File: src/rtl/fft_pkg.sv
// Shared constants and sample/frame types for the 32-point real-input FFT
// datapath; used by the input framer and the FFT-side interface.
package fft_pkg;

  localparam int FFT_N  = 32;
  localparam int FFT_DW = 16;
  localparam int FFT_IW = $clog2(FFT_N);

  typedef logic signed [FFT_DW-1:0] sample_t;
  typedef sample_t [FFT_N-1:0]      frame_t;

endpackage

File: src/rtl/fft_frame_bank.sv
// One ping-pong bank: N samples written one at a time by index, read out
// as a whole frame in parallel, plus the full flag that gates its use.
module fft_frame_bank #(
  parameter int N  = fft_pkg::FFT_N,
  parameter int W  = fft_pkg::FFT_DW,
  parameter int IW = $clog2(N)
) (
  input  logic            clk,
  input  logic            rst,
  input  logic            wr_en,
  input  logic [IW-1:0]   wr_idx,
  input  logic [W-1:0]    wr_data,
  input  logic            set_full,
  input  logic            clr_full,
  output logic            full,
  output logic [N*W-1:0]  rd_data
);

  logic [N-1:0][W-1:0] mem;

  always_ff @(posedge clk or posedge rst) begin
    if (rst) begin
      mem <= '0;
    end else if (wr_en) begin
      mem[wr_idx] <= wr_data;
    end
  end

  // The framer never sets and clears the same bank in one cycle: a bank
  // being completed is empty, a bank being drained is full.
  always_ff @(posedge clk or posedge rst) begin
    if (rst) begin
      full <= 1'b0;
    end else if (set_full) begin
      full <= 1'b1;
    end else if (clr_full) begin
      full <= 1'b0;
    end
  end

  assign rd_data = mem;

endmodule

File: src/rtl/fft_input_framer.sv
// Serial-to-parallel framer in front of the FFT: assembles FFT_N samples
// into ping-pong banks and flags frames whose end marker is misplaced.
module fft_input_framer #(
  parameter int FFT_N  = fft_pkg::FFT_N,
  parameter int DATA_W = fft_pkg::FFT_DW
) (
  input  logic                    clk,
  input  logic                    rst,
  input  logic                    s_valid,
  output logic                    s_ready,
  input  logic [DATA_W-1:0]       s_data,
  input  logic                    s_last,
  output logic                    frame_valid,
  input  logic                    frame_ready,
  output logic [FFT_N*DATA_W-1:0] frame_data,
  output logic                    frame_err
);

  localparam int IW = $clog2(FFT_N);

  logic [IW-1:0]           wr_idx;
  logic                    wr_bank;
  logic                    rd_bank;
  logic [1:0]              full;
  logic [FFT_N*DATA_W-1:0] bank_data [2];

  logic accept;
  logic drain;
  logic last_slot;
  logic complete;
  logic early_end;
  logic err_next;

  assign s_ready     = !full[wr_bank];
  assign accept      = s_valid && s_ready;
  assign frame_valid = full[rd_bank];
  assign drain       = frame_valid && frame_ready;
  assign last_slot   = (wr_idx == IW'(FFT_N - 1));
  assign complete    = accept && last_slot;
  assign early_end   = accept && s_last && !last_slot;
  assign err_next    = (complete && !s_last) || early_end;
  assign frame_data  = rd_bank ? bank_data[1] : bank_data[0];

  // An early end marker drops the partial frame by rewinding the index
  // while leaving wr_bank alone, so the bank is simply refilled.
  always_ff @(posedge clk or posedge rst) begin
    if (rst) begin
      wr_idx    <= '0;
      wr_bank   <= 1'b0;
      rd_bank   <= 1'b0;
      frame_err <= 1'b0;
    end else begin
      frame_err <= err_next;
      if (accept) begin
        wr_idx <= (last_slot || s_last) ? '0 : wr_idx + 1'b1;
      end
      if (complete) begin
        wr_bank <= ~wr_bank;
      end
      if (drain) begin
        rd_bank <= ~rd_bank;
      end
    end
  end

  for (genvar b = 0; b < 2; b++) begin : g_bank
    fft_frame_bank #(
      .N  (FFT_N),
      .W  (DATA_W),
      .IW (IW)
    ) u_bank (
      .clk      (clk),
      .rst      (rst),
      .wr_en    (accept && (wr_bank == 1'(b))),
      .wr_idx   (wr_idx),
      .wr_data  (s_data),
      .set_full (complete && (wr_bank == 1'(b))),
      .clr_full (drain && (rd_bank == 1'(b))),
      .full     (full[b]),
      .rd_data  (bank_data[b])
    );
  end

endmodule

File: config.mk
export PLATFORM = sky130hd
export DESIGN_NAME = fft_input_framer
export DESIGN_NICKNAME = d
export VERILOG_FILES = /design/src/rtl/fft_pkg.sv /design/src/rtl/fft_frame_bank.sv /design/src/rtl/fft_input_framer.sv
export SDC_FILE = /design/constraint.sdc
export NUM_CORES = 2
export LEC_CHECK = 0
export CAP_MARGIN = 20
export CORE_ASPECT_RATIO = 0.7
export CORE_MARGIN = 1
export CORE_UTILIZATION = 45
export CTS_BUF_LIST = sky130_fd_sc_hd__clkbuf_16
export DETAILED_ROUTE_END_ITERATION = 12
export PLACE_DENSITY_LB_ADDON = 0.1
export SLEW_MARGIN = 20
export SYNTH_ARGS = -nofsm -noshare
export SYNTH_HDL_FRONTEND = slang
export SYNTH_SLANG_ARGS = --single-unit
File: constraint.sdc
create_clock -name clk -period 39.9 [get_ports clk]
set_input_delay 7.98 -clock clk [delete_from_list [all_inputs] [get_ports clk]]
set_output_delay 7.98 -clock clk [all_outputs]
set_load 0.1 [all_outputs]
After elaboration in Yosys (flattened, before gate mapping) --
Cells that the tools add are included.
Cells by class: add/subtract/negate cells 1, multiply operators 0, div/mod/pow operators 0, order comparisons 4, eq/ne operators 1, shifts and indexed selects 0, mux-type cells 14, bitwise operators 2, reductions and logical operators 20
Operators with widths (count):
- 512-bit bitwise mux | 2
- 512-bit two-way mux | 1
- 16-bit demux with 5-bit select | 1
- 16-bit two-way mux | 1
- 1-bit logical AND | 13
- 1-bit two-way mux | 8
- 5-bit by 6-bit less-than comparator with 1-bit output, second input constant | 1
- 5-bit by 1-bit adder with 5-bit output, second input constant | 1
- 5-bit == test, second input constant | 1
- 5-bit by 1-bit greater-or-equal comparator with 1-bit output, second input constant | 1
- 5-bit two-way mux | 1
- 1-bit by 2-bit less-than comparator with 1-bit output, second input constant | 2
- 2-bit nonzero test | 2
- 1-bit logical NOT | 3
- 1-bit logical OR | 2
- 1-bit NOT | 2
Word-level totals: bits in registers 1034, latch bits 0, bits in writable memories 0, ROM bits 0, input port bits 21, output and inout bits 515, word-level logic and storage cells 112, memories kept 0

Depth between registers and ports, before layout --
depth in word-level cells 7, mapped depth 7, mapped depth without buffers 6

Modules after synthesis --
Synthesis repeated with hierarchy kept, for this count alone.
Unflattened totals: cell total of the unflattened synthesis 2947, area, all modules 45169.6 um2
Modules (own cells, without submodules):
- fft_frame_bank (g_bank[1].u_bank) | instances 1, cells an instance 1166, area each 19288.5 um2, sequential area each 12837.3 um2
- fft_frame_bank (g_bank[0].u_bank) | instances 1, cells an instance 1166, area each 19271.0 um2, sequential area each 12837.3 um2
- fft_input_framer | instances 1, cells an instance 615, area each 6610.1 um2, sequential area each 200.2 um2

Least setup slack after synthesis --
No wires, ideal clock.
kind reg-to-output, start point reg wr_bank, end point out s_ready, arrival time 2391 ps, required time 31920 ps, slack 29529 ps, stages on the path, launching flop included 3, buffers on the path 1, path through dfrtp_1 -> buf_4 -> mux2i_1
Between the ends: word-level cells in the longest chain between the ends 3
RTL lines:
- start, declared | line fft_input_framer.sv:22 | logic wr_bank;
- start signal, assigned | line fft_input_framer.sv:58 | wr_bank <= ~wr_bank;
- 1-bit two-way mux (not written as such) (2 in series) | line fft_input_framer.sv:34 | assign s_ready = !full[wr_bank];
- 1-bit logical NOT | line fft_input_framer.sv:34
- end, declared | line fft_input_framer.sv:10 | output logic s_ready,
No other way between the ends. The select of a mux whose other input is x is not followed.

Worst setup path after layout --
start point reg rd_bank, end point out frame_data[99]
Between the ends: word-level cells in the longest chain between the ends 1
RTL lines:
- start, declared | line fft_input_framer.sv:23 | logic rd_bank;
- start signal, assigned | line fft_input_framer.sv:61 | rd_bank <= ~rd_bank;
- 512-bit two-way mux | line fft_input_framer.sv:42 | assign frame_data = rd_bank ? bank_data[1] : bank_data[0];
- end, declared | line fft_input_framer.sv:15 | output logic [FFT_N*DATA_W-1:0] frame_data,
No other way between the ends.

==> summary.txt <==
Status
  • Status: finished, final reports clean

Routing
  • Drc violations: 0
  • Drt wl/cell: 26.5 um
  • Total wire length: between 100000 and 150000 um
  • Vias per cell: 5.45
  • Drt pass-1 iters: 5
  • 1st-iter DRT viols: 1308
  • Via Count: 26162
  • Post-DRT Antenna Nets: 0

Clocking
  • Post-CTS Hold Fix Bufs: 0
  • Clk buf depth: 3
  • Post-CTS Resized: 0
  • H-Tree Depth: 3
  • # clock sinks: 1034
  • Root Driver: clkbuf_16
  • Num CTS Buffers: 102
  • Clk Latency, worst-skew pair: 0.70 ns
  • CTS tree: yes
  • Clock transition at path regs: 0.06 ns
  • Postcts setup bufs: 0

Global routing
  • Vias in the first global route: 28280
  • Grt total ovfl: 0
  • Global-route wire length before repair: roughly 190000 um
  • Initial antenna violation count: 3
  • Largest net degree at the start of global routing: 184
  • GRT Util Overall: 24.8%

Synth
  • #FFs+latches synth: 1034
  • Share of synthesized registers carrying an async set or reset: 100%
  • Syn Area/Cell: 15.3 um^2
  • Synth Instances: 2960
  • Netlist cell types: 47
  • Syn Std Cell Area: 45400 um^2
  • Yosys top cell by area: dfrtp_1
  • Area share of the largest cell type after synthesis: 57.0%
  • Top post-synthesis cells by area: dfrtp_1, mux2_2, clkbuf_1
  • Post-synth EDFFs: 0
  • Register area share after synthesis: around 57%
  • YS warnings: 0
  • Post-Syn Nets: 2986
  • Top_reg_cell synth: dfrtp_1

Critical path
  • CP arrival: 5.54 ns
  • Critical Path RT: 31.92 ns
  • Crit Path Max Fanout: 73
  • Critical path endpoint category: output port
  • Critical Path Source Type: flop
  • CP Class: reg2out

Run
  • MaxCap Viol Count: 0

Place
  • DP HPWL: between 80000 and 90000 um
  • Number of port buffers: ~540
  • GPL Wtd Cong: ~0.81

STA
  • Skew final: 0.0273 ns
  • Finish-stage setup viols: 0
  • Max Freq: between 70 and 80 MHz
  • Final period demand of the worst path: 13.52 ns
  • Unrepaired setup endpoints after global routing: false
  • Hold Vio Cnt, Final: 0
  • Worst slew pin tran: 1.16 ns
  • Slew Limit Fails: 0
  • Slew margin rel.: a little under a quarter
  • Final period util: 33.9%
  • Fin Setup TNS: 0 ns

Cells and area
  • ANT cells: 0
  • Fillers: 8018
  • Core Util, Final: between 50% and 60%
  • Layout area overhead: 21.0%
  • Layout cells sized above 1: 51.8%
  • Layout net count: 3418

Floorplanning
  • Initial Util: between 40 and 50%
  • Die extent in y: 268 um
  • Die Footprint: between 100000 and 150000 um^2
  • Row cnt: slightly below 100
  • Die width: 382 um
  • Core area: 100000 um^2
  • IO Count: 536

Pwr
  • Pwr Total: 0.00280 W
  • LEAKAGE: 26.6 nW
  • Maximum vdd drop: 0.0509 mV
  • Cell Pwr Density: 51.0 nW/um^2

Hold path
  • Hold WC Path Type: reg2reg
==> critical path, stage by stage (launching register included) <==
cell and delay [ns]:
dfrtp_4 1.08, buf_4 0.63, buf_4 0.73, buf_4 0.76, mux2_2 0.30, clkdlybuf4s50_1 1.15
==> metrics by stage <==
stage | cells | instance area, um^2 | setup WS (ns) | hold WS [ns]
after floorplan | 2960 | 45400 | 2.82 | 0.474
after global placement | 4617 | 51600 | 26.80 | 0.482
after detailed placement | 4620 | 51700 | 27.12 | 0.487
after CTS | 4799 | 54800 | 26.40 | 0.501
after global routing | 4803 | 54900 | 26.17 | 0.508
final | 4803 | 54900 | 26.38 | 0.499
==> worst paths after layout <==
kind | startpoint | end | slack, ns | depth (start not counted)
min in group asynchronous | rst | g_bank[1].u_bank.rd_data[228] | 7.86 | 2
min reg2reg | g_bank[0].u_bank.rd_data[155] | g_bank[0].u_bank.rd_data[155] | 0.50 | 1
max in group asynchronous | rst | g_bank[0].u_bank.rd_data[12] | 28.03 | 6
max reg2reg | wr_idx[3] | g_bank[0].u_bank.rd_data[148] | 36.51 | 3
min | g_bank[0].u_bank.rd_data[155] | g_bank[0].u_bank.rd_data[155] | 0.50 | 1
max | rd_bank | frame_data[99] | 26.38 | 5
==> cell usage in the layout (no fill, tap or decap), drive strengths merged <==
cell type / count
nor2: 23
clkinvlp: 1
nand4: 2
dfrtp: 1034
mux2i: 2
bufinv: 7
nor3: 9
and4bb: 3
nand2: 35
clkinv: 42
clkdlybuf4s50: 519
a21oi: 1
nand4b: 4
o311ai: 2
ha: 5
a31oi: 1
nor4bb: 1
xor2: 1
and3: 3
and3b: 1
buf: 66
o21ai: 7
o2bb2ai: 2
nand2b: 4
or2: 1
mux2: 1537
and4b: 3
nand3b: 3
nand3: 3
or2b: 1
or4: 2
nor3b: 3
and2: 1
nor4: 1
nand4bb: 3
clkbuf: 105
inv: 29
==> cells in the mapped netlist, drive strengths merged, types with 2 or more instances <==
library cell and count:
clkbuf 141, or4 2, mux2i 2, o2bb2ai 2, nand3b 3, mux2 1537
nor3 9, nand4bb 3, inv 5, and3 3, nand4 2, buf 116
nand2b 4, o311ai 2, and4bb 3, nand4b 4, dfrtp 1034, nand2 35
nor2 23, ha 5, nor3b 3, o21ai 7, and4b 3, nand3 3
==> routing by layer <==
metal  vias to the layer above  global-route usage, %  part of all wire [%]
li1                      11395                      -                     -
met1                     14153                   34.7                    46
met2                       438                   39.5                    48
met3                       172                   4.73                   3.9
met4                         4                   6.92                   2.6
met5                         -                      0                 0.018
==> logic make-up after synthesis <==
family	Yosys count	synth area share, %
AND/OR/NAND/NOR	106	1.74
adder cells (fa/ha/maj)	5	0.138
flip-flops	1034	57.0
multiplexers	1539	38.3
AO/OA/AOI/OAI	13	0.179
buffers and inverters	262	2.66
XOR/XNOR	1	0.0193
==> cell type report <==
class / instances / area [um^2] / share of cell area (%)
Clock buffer: 105 / 2630 / 4.78
Clock inverter: 74 / 517 / 0.941
Inverter: 5 / 26.3 / 0.0478
Multi-Input combinational cell: 1664 / 18400 / 33.5
Sequential cell: 1034 / 25900 / 47.1
Tap cell: 1336 / 1670 / 3.04
Timing Repair Buffer: 585 / 5800 / 10.6
==> power by group <==
part	switching [W]	internal [W]	total (W)
Sequential	0.0000320	0.00111	0.00114
Combinational	0.000554	0.000182	0.000736
Clock	0.000408	0.000517	0.000926
==> sequential cells by signal, indices dropped and copies added (netlist names) <==
signal / count
wr_bank: 1
g_bank.u_bank.rd_data: 1024
rd_bank: 1
wr_idx: 5
frame_err: 1
g_bank.u_bank.full: 2
No activity file was read; power rests on OpenSTA's default activity.
